===== config.mk =====
export PLATFORM = sky130hd
export DESIGN_NAME = prog_loader_flat
export DESIGN_NICKNAME = d
export VERILOG_FILES = /design/src/rtl/prog_loader_pkg.sv /design/src/rtl/prog_loader_if.sv /design/src/rtl/uart_rx.sv /design/src/rtl/prog_loader.sv /design/src/flat_wrapper.sv
export SDC_FILE = /design/constraint.sdc
export NUM_CORES = 1
export LEC_CHECK = 0
export BUFFER_PORTS_ARGS = -buffer_cell sky130_fd_sc_hd__buf_2
export CAP_MARGIN = 20
export CORE_MARGIN = 1
export CORE_UTILIZATION = 50
export CTS_CLUSTER_DIAMETER = 200
export DETAILED_ROUTE_END_ITERATION = 16
export HOLD_SLACK_MARGIN = 0.12
export PLACE_DENSITY = 0.72
export SLEW_MARGIN = 10
export SYNTH_ARGS = -nofsm -noshare
export SYNTH_HDL_FRONTEND = slang
export SYNTH_SLANG_ARGS = --single-unit

===== constraint.sdc =====
create_clock -name clock -period 1.9 [get_ports clock]
set_clock_uncertainty 0.15 [all_clocks]
set_input_delay 0.095 -clock clock [delete_from_list [all_inputs] [get_ports clock]]
set_output_delay 0.095 -clock clock [all_outputs]
set_load 0.005 [all_outputs]

===== src/rtl/prog_loader_pkg.sv =====
// Shared types and constants for the serial program loader.
package prog_loader_pkg;

  localparam int unsigned CLKS_PER_BIT_DEFAULT = 434;
  localparam int unsigned BYTES_PER_WORD       = 4;

  typedef enum logic [1:0] {
    StIdle  = 2'd0,
    StStart = 2'd1,
    StData  = 2'd2,
    StStop  = 2'd3
  } rx_state_e;

endpackage


===== src/rtl/prog_loader_if.sv =====
// Instruction-memory write port driven by the loader.
interface prog_loader_if #(
  parameter int unsigned ADDR_W = 16
);
  logic              wr_en;
  logic [ADDR_W-1:0] wr_addr;
  logic [31:0]       wr_data;

  modport master (output wr_en, output wr_addr, output wr_data);
  modport slave  (input  wr_en, input  wr_addr, input  wr_data);
endinterface


===== src/rtl/uart_rx.sv =====
// 8N1 UART receiver: synchronizer, bit timer and frame FSM; emits one-cycle byte/error pulses.
module uart_rx
  import prog_loader_pkg::*;
#(
  parameter int unsigned CLKS_PER_BIT = CLKS_PER_BIT_DEFAULT
) (
  input  logic       clock,
  input  logic       reset,
  input  logic       enable,
  input  logic       rx,
  output logic [7:0] rx_byte,
  output logic       rx_valid,
  output logic       rx_frame_err,
  output logic       rx_busy
);

  localparam int unsigned CntW = $clog2(CLKS_PER_BIT + 1);
  localparam logic [CntW-1:0] HalfLast = CntW'(CLKS_PER_BIT / 2 - 1);
  localparam logic [CntW-1:0] FullLast = CntW'(CLKS_PER_BIT - 1);

  logic            rx_meta_q, rx_sync_q, rx_prev_q;
  rx_state_e       state_q, state_d;
  logic [CntW-1:0] cnt_q, cnt_d;
  logic [2:0]      bit_idx_q, bit_idx_d;
  logic [7:0]      shift_q, shift_d;
  logic            valid_q, valid_d;
  logic            err_q, err_d;

  always_comb begin
    state_d   = state_q;
    cnt_d     = cnt_q + CntW'(1);
    bit_idx_d = bit_idx_q;
    shift_d   = shift_q;
    valid_d   = 1'b0;
    err_d     = 1'b0;
    unique case (state_q)
      StIdle: begin
        cnt_d = '0;
        if (rx_prev_q && !rx_sync_q) state_d = StStart;
      end
      StStart: begin
        // Mid-start-bit sample: a high line here was only a glitch.
        if (cnt_q == HalfLast) begin
          cnt_d     = '0;
          bit_idx_d = '0;
          state_d   = rx_sync_q ? StIdle : StData;
        end
      end
      StData: begin
        if (cnt_q == FullLast) begin
          cnt_d     = '0;
          shift_d   = {rx_sync_q, shift_q[7:1]};
          bit_idx_d = bit_idx_q + 3'd1;
          if (bit_idx_q == 3'd7) state_d = StStop;
        end
      end
      StStop: begin
        if (cnt_q == FullLast) begin
          cnt_d   = '0;
          valid_d = rx_sync_q;
          err_d   = !rx_sync_q;
          state_d = StIdle;
        end
      end
      default: state_d = StIdle;
    endcase
    if (!enable) begin
      state_d = StIdle;
      cnt_d   = '0;
      valid_d = 1'b0;
      err_d   = 1'b0;
    end
  end

  always_ff @(posedge clock) begin
    if (reset) begin
      rx_meta_q <= 1'b1;
      rx_sync_q <= 1'b1;
      rx_prev_q <= 1'b1;
      state_q   <= StIdle;
      cnt_q     <= '0;
      bit_idx_q <= '0;
      shift_q   <= '0;
      valid_q   <= 1'b0;
      err_q     <= 1'b0;
    end else begin
      rx_meta_q <= rx;
      rx_sync_q <= rx_meta_q;
      rx_prev_q <= rx_sync_q;
      state_q   <= state_d;
      cnt_q     <= cnt_d;
      bit_idx_q <= bit_idx_d;
      shift_q   <= shift_d;
      valid_q   <= valid_d;
      err_q     <= err_d;
    end
  end

  assign rx_byte      = shift_q;
  assign rx_valid     = valid_q;
  assign rx_frame_err = err_q;
  assign rx_busy      = (state_q != StIdle);

endmodule


===== src/rtl/prog_loader.sv =====
// Serial program loader: packs received bytes big-endian into words and writes them to
// sequential instruction-memory addresses while enable is high.
module prog_loader
  import prog_loader_pkg::*;
#(
  parameter int unsigned CLKS_PER_BIT = CLKS_PER_BIT_DEFAULT,
  parameter int unsigned ADDR_W       = 16
) (
  input  logic           clock,
  input  logic           reset,
  input  logic           enable,
  input  logic           rx,
  prog_loader_if.master  mem,
  output logic           busy,
  output logic [15:0]    word_count,
  output logic           frame_err
);

  logic [7:0] rx_byte;
  logic       rx_valid, rx_err, rx_busy;

  uart_rx #(
    .CLKS_PER_BIT(CLKS_PER_BIT)
  ) u_uart_rx (
    .clock       (clock),
    .reset       (reset),
    .enable      (enable),
    .rx          (rx),
    .rx_byte     (rx_byte),
    .rx_valid    (rx_valid),
    .rx_frame_err(rx_err),
    .rx_busy     (rx_busy)
  );

  logic              en_prev_q;
  logic [1:0]        byte_cnt_q, byte_cnt_d;
  logic [23:0]       word_q, word_d;
  logic              wr_en_q, wr_en_d;
  logic [ADDR_W-1:0] wr_addr_q, wr_addr_d;
  logic [31:0]       wr_data_q, wr_data_d;
  logic [15:0]       word_count_q, word_count_d;
  logic              frame_err_q, frame_err_d;
  logic              en_rise, wr_fire;

  assign en_rise = enable & ~en_prev_q;
  assign wr_fire = wr_en_q & enable;

  always_comb begin
    byte_cnt_d   = byte_cnt_q;
    word_d       = word_q;
    wr_en_d      = 1'b0;
    wr_addr_d    = wr_addr_q;
    wr_data_d    = wr_data_q;
    word_count_d = word_count_q;
    frame_err_d  = frame_err_q | rx_err;
    // Address/count advance after the strobe so they stay stable during it.
    if (wr_fire) begin
      wr_addr_d = wr_addr_q + ADDR_W'(4);
      if (word_count_q != 16'hFFFF) word_count_d = word_count_q + 16'd1;
    end
    if (rx_valid) begin
      if (byte_cnt_q == 2'(BYTES_PER_WORD - 1)) begin
        wr_data_d  = {word_q, rx_byte};
        wr_en_d    = 1'b1;
        byte_cnt_d = '0;
      end else begin
        word_d     = {word_q[15:0], rx_byte};
        byte_cnt_d = byte_cnt_q + 2'd1;
      end
    end
    if (!enable) begin
      byte_cnt_d = '0;
      wr_en_d    = 1'b0;
    end
    if (en_rise) begin
      wr_addr_d    = '0;
      word_count_d = '0;
      byte_cnt_d   = '0;
      frame_err_d  = 1'b0;
    end
  end

  always_ff @(posedge clock) begin
    if (reset) begin
      en_prev_q    <= 1'b0;
      byte_cnt_q   <= '0;
      word_q       <= '0;
      wr_en_q      <= 1'b0;
      wr_addr_q    <= '0;
      wr_data_q    <= '0;
      word_count_q <= '0;
      frame_err_q  <= 1'b0;
    end else begin
      en_prev_q    <= enable;
      byte_cnt_q   <= byte_cnt_d;
      word_q       <= word_d;
      wr_en_q      <= wr_en_d;
      wr_addr_q    <= wr_addr_d;
      wr_data_q    <= wr_data_d;
      word_count_q <= word_count_d;
      frame_err_q  <= frame_err_d;
    end
  end

  assign mem.wr_en   = wr_fire;
  assign mem.wr_addr = wr_addr_q;
  assign mem.wr_data = wr_data_q;
  assign busy        = rx_busy | (byte_cnt_q != 2'd0);
  assign word_count  = word_count_q;
  assign frame_err   = frame_err_q;

endmodule

===== src/flat_wrapper.sv =====
// flat-port wrapper written by rule: the top's interface ports become plain ports
module prog_loader_flat import prog_loader_pkg::*;
#(
  parameter int unsigned CLKS_PER_BIT = CLKS_PER_BIT_DEFAULT,
  parameter int unsigned ADDR_W       = 16
)
  (clock, reset, enable, rx, busy, word_count, frame_err, mem_wr_en, mem_wr_addr, mem_wr_data);
  prog_loader_if #(.ADDR_W(ADDR_W)) mem_i ();
  input  logic clock;
  input  logic reset;
  input  logic enable;
  input  logic rx;
  output logic busy;
  output logic [15:0] word_count;
  output logic frame_err;
  output wire logic [$bits(mem_i.wr_en)-1:0] mem_wr_en;
  output wire logic [$bits(mem_i.wr_addr)-1:0] mem_wr_addr;
  output wire logic [$bits(mem_i.wr_data)-1:0] mem_wr_data;
  assign mem_wr_en = mem_i.wr_en;
  assign mem_wr_addr = mem_i.wr_addr;
  assign mem_wr_data = mem_i.wr_data;
  prog_loader #(.CLKS_PER_BIT(CLKS_PER_BIT), .ADDR_W(ADDR_W)) u_core (.clock(clock), .reset(reset), .enable(enable), .rx(rx), .mem(mem_i), .busy(busy), .word_count(word_count), .frame_err(frame_err));
endmodule

# ---- After elaboration in Yosys (flattened, before gate mapping)
# Index checks and enable logic that the tools add are counted.
dict set report totals {
  ff_bits 120
  latchBits 0
  ramBits 0
  romBits 0
  inputBits 4
  output_inout_bits 67
  elab_cells 78
  memories 0
}
dict set report op_classes {
  n_addsub 5
  n_mul 0
  div 0
  order_cmp 0
  eq_ne 13
  n_shift 0
  muxes 15
  bitwise_logic 10
  n_reduce_logical 18
}
# op count
set ops {}
lappend ops {{$pmux 9 s3} 1}
lappend ops {{$mux 9} 2}
lappend ops {{$add 16x1->16 const B} 1}
lappend ops {{$add 16x3->16 const B} 1}
lappend ops {{$ne 16x16->1 const B} 1}
lappend ops {{$mux 2} 7}
lappend ops {{$ne 2x2->1 const B} 5}
lappend ops {{$add 9x1->9 const B} 1}
lappend ops {{$eq 9x8->1 const B} 1}
lappend ops {{$eq 9x9->1 const B} 1}
lappend ops {{$pmux 2 s4} 1}
lappend ops {{$reduce_and 2->1} 4}
lappend ops {{$eq 2x2->1 const B} 3}
lappend ops {{$mux 3} 2}
lappend ops {{$not 1->1} 6}
lappend ops {{$pmux 3 s2} 1}
lappend ops {{$reduce_bool 2->1} 3}
lappend ops {{$reduce_or 2->1} 3}
lappend ops {{$reduce_or 3->1} 2}
lappend ops {{$reduce_and 5->1} 1}
lappend ops {{$reduce_or 4->1} 1}
lappend ops {{$add 3x1->3 const B} 1}
lappend ops {{$eq 3x3->1 const B} 1}
lappend ops {{$reduce_and 3->1} 1}
lappend ops {{8 further kinds} 10}

# ---- Logic depth before layout (Yosys ltp)
dict set report depth {
  depth_word 4
  mapped_depth 7
  mapped_depth_nobuf 6
}

# ---- Cells and area by module
# A second synthesis with hierarchy kept.
dict set report hier_totals {
  hier_cells 554
  area_unflattened_um2 4664.5
}
# module n_inst cells_each area_per_inst_um2 seq_area_each_um2
set by_module_without_submodules {}
lappend by_module_without_submodules {prog_loader 1 427 3540.9 1821.7}
lappend by_module_without_submodules {uart_rx 1 127 1123.6 540.5}

# ---- Worst setup path after synthesis
# No wires, ideal clock.
dict set report synth_path {
  path_type {register to register}
  start {reg u_core.word_count_q[0], in the netlist u_core.word_count[0]}
  end {reg u_core.word_count_q[3], in the netlist u_core.word_count[3]}
  setup_ns 0.132
  t_arrival_ns 1.739
  setup_slack_ns -0.121
  stages_incl_launch_ff 6
  n_path_buf 0
  period_less_slack_ns 2.021
  path_cell_list {dfxtp_1 -> ha_1 -> nand4_1 -> nor4_1 -> or4_1 -> a21oi_1}
}
dict set report synth_via {
  elab_chain_len 2
  word_cells_on_any_way 3
  classes_between {1 x add/sub; 1 x eq/ne; 1 x reduce/logical}
}
# item line_no
set synth_lines {}
lappend synth_lines {{start, declared} prog_loader.sv:41} ;# logic [15:0] word_count_q, word_count_d;
lappend synth_lines {{start signal, assigned} prog_loader.sv:100} ;# word_count_q <= word_count_d;
lappend synth_lines {{branches (longest 2 deep; another with $add 16x1->16)} --}
# Several ways; the timed one is not identified.
# A chain may end at the register's enable or synchronous reset.

# ---- Final worst setup path
dict set report layout_path {
  start {reg u_core.word_count_q[0], in the netlist u_core.word_count[0]}
  end {reg u_core.word_count_q[15], in the netlist u_core.word_count[15]}
}
# Same word-level chain as after synthesis.

==> results.md <==
- CTS tree: built
- CP max FO: 6
- Area delta synth->final: 26.9%
- FF-to-FF Start: u_core.word_count[0]
- Vias in the first global route: 3820
- Synth top area share: 50.1%
- Fin util: 65.0%
- Non-Filler Instances: 777
- Final Slew Violations: 0
- Worst-path clk slew: 0.06 ns
- Power, Total: 5.69 mW
- Reg-to-reg slack, setup: 0.06 ns
- Area leader, netlist: dfxtp_1
- CTS root buffer: clkbuf_8
- I/O Pins: 71
- Pin count of the biggest net entering global routing: 66
- Setup_tns: 0 ns
- Fin crit share: 96.9%
- CORE AREA: 9200 um^2
- Syn Inst Count: 564
- Wire length per cell: 13.7 um
- Synth Area per Inst: 8.35 um^2
- RSZ-0062 raised after global routing: true
- Hold EP: u_core.u_uart_rx.rx_sync_q
- DIE WIDTH: 99.1 um
- Maxcap violations: 0
- Relative slew slack: 57.5%
- Leakage: 2.29 nW
- Gr usage total: 22.3%
- Final min period: 1.84 ns
- Worst-Skew Late Latency: 0.50 ns
- Hold Path Depth: 1
- R2R cell count: 4
- Via-to-Cell Ratio: 5.41
- PortBufs: 68
- Critical Path End Type: flop
- CTS Sinks: 118
- Worst Max-Slew Pin Slew: 0.637 ns
- Hold slack: 0.260 ns
- Post-detail-place hpwl: 6.84 mm
- Critical path startpoint category: flop
- Num rows: 35
- Worst hold-check path type: reg -> reg
- Synthesis Warnings: 0
- Reg2reg end: u_core.word_count[15]
- Post-route ant nets: 0
- First-pass GRT wire length: 17.6 mm
- Most common cell after layout, fill and taps aside: nand2_1
- VDD IR-drop max: 0.690 mV
- Post-synthesis register bit count: 118
- DRC viols: 0
- Via Count: 4202
- Layout cells sized above 1: 21.9%
- GRT overflow: 0
- DR iter-0 viols: 199
- CTS H-tree depth: 4
- Status: finished clean
- Antenna violations before repair: 0
- Placed insts: 738
- Power per cell area: 952 nW/um^2
- CTS Buffer Depth: 2
- Hold Fails Final Rpt: 0
- Final setup violation count: 0
- Clock buffer count from CTS: 17
- Hold Path Origin: u_core.u_uart_rx.rx_meta_q
- Yosys cell types: 44
- Die Area: 9820 um^2
- Placer Congestion: 0.773
- Most frequent cells in the layout: nand2_1 (140), dfxtp_1 (113), a21oi_1 (77), buf_2 (68), nor2_1 (37)
- Crit path kind: reg -> reg
- Drt pass-1 iters: 5
- Final wirelength: 10.6 mm
- Die H: 99.1 um
- Max Fclk: 543 MHz
- Post-layout nets: 666
- WP data required: 2.19 ns
- Synthesized cell area: 4710 um^2
- Ranking of synthesized cells by area: dfxtp_1 (50%), nand2_1 (11%), a21oi_1 (8.4%)
- Worst EP arrival: 2.14 ns
- ANT cells: 0
- Register area share after synthesis: 50.1%
- Starting Density: 51.2%
## area by class of cell
class	count	area, um^2
Multi-Input combinational cell	402	2210
Fill cell	774	3220
Sequential cell	118	2380
Clock inverter	14	164
Tap cell	111	139
Clock buffer	18	428
Inverter	14	52.6
Timing Repair Buffer	100	603
## metal layers
metal	vias to the layer above	track usage (%)	wire length, um	share of wire [%]
met2	106	35.6	5110	48
li1	2103	-	-	-
met4	0	7.58	116	1.1
met3	12	6.74	491	4.6
met5	-	0	0	0
met1	1981	28.9	4910	46
## sequential cells by signal (all words and copies together) (netlist names), 2 cells and up, named ones only
name                        cells
u_core.mem.wr_addr             14
u_core.u_uart_rx.bit_idx_q      3
u_core.word_q                  24
u_core.byte_cnt_q               2
u_core.u_uart_rx.rx_byte        8
u_core.mem.wr_data             32
u_core.word_count              16
u_core.u_uart_rx.cnt_q          9
## how the worst max path moves through the flow
stage | start | end | cells past startpoint
global placement | u_core.word_count[1] | u_core.word_count[12] | 5
global route | u_core.word_count[0] | u_core.word_count[15] | 4
detailed placement | u_core.word_count[1] | u_core.word_count[12] | 5
floorplan | u_core.word_count[5] | u_core.word_count[13] | 4
CTS | u_core.word_count[10] | u_core.word_count[15] | 4
finish | u_core.word_count[0] | u_core.word_count[15] | 4
## critical path: stages, from the launching register on
cell and delay, ns:
dfxtp_4 0.38, nand4_1 0.12, or4_4 0.59, or4_4 0.43, a21oi_2 0.11
## cell families (layout without fill, tap and decap cells)
| logic type | count (synthesis) | after routing | share of synthesized area (%) |
|---|---|---|---|
| multiplexers | 13 | 13 | 2.79 |
| adder cells (fa/ha/maj) | 9 | 9 | 2.39 |
| XOR/XNOR | 17 | 17 | 3.16 |
| other | 1 | 2 | 0.0796 |
| AND/OR/NAND/NOR | 255 | 255 | 25.4 |
| buffers and inverters | 45 | 146 | 3.77 |
| AO/OA/AOI/OAI | 106 | 106 | 12.3 |
| flip-flops | 118 | 118 | 50.1 |
## Yosys cell counts
cell type and instances:
a2111o_1 1, a211oi_1 2, a21boi_0 1, a21o_1 1, a21oi_1 79, a311oi_1 2, a31oi_1 1, and2_1 3
and3_1 2, and4_1 7, and4b_1 2, buf_2 1, buf_4 2, clkbuf_1 28, conb_1 1, dfxtp_1 118
ha_1 9, inv_1 14, mux2_2 1, mux2i_1 12, nand2_1 140, nand2b_1 5, nand3_1 12, nand3b_1 3
nand4_1 12, nand4_2 1, nand4b_1 3, nand4bb_1 1, nor2_1 37, nor2b_1 1, nor3_1 6, nor4_1 1
nor4b_1 1, nor4bb_1 1, o211ai_1 1, o21ai_0 9, o21ai_1 1, o31ai_1 8, or2_2 3, or3_1 6
or4_1 7, or4_4 1, xnor2_1 7, xor2_1 10
## repair_timing
action,4_1_cts,5_1_grt
setup endpoints to repair,3,4
hold buffers,4,0
setup buffers,0,3
resized for setup,4,8
hold endpoints to repair,37,0
pin swaps,1,9
## power breakdown
| group | total (mW) | internal (mW) | switching, mW |
|---|---|---|---|
| logic | 0.0732 | 0.0198 | 0.0534 |
| clock network | 3.14 | 1.94 | 1.21 |
| registers | 2.48 | 2.47 | 0.00246 |
| total | 5.69 | 4.43 | 1.26 |
## metrics by stage
stage                     setup WS, ns  area (um^2)
after floorplan                0.00843         4730
after CTS                       0.0207         5930
after detailed placement       -0.0164         5290
after global routing           -0.0348         5980
after global placement          0.0297         5290
final                           0.0583         5980
Power figures use the tool's default switching activity.
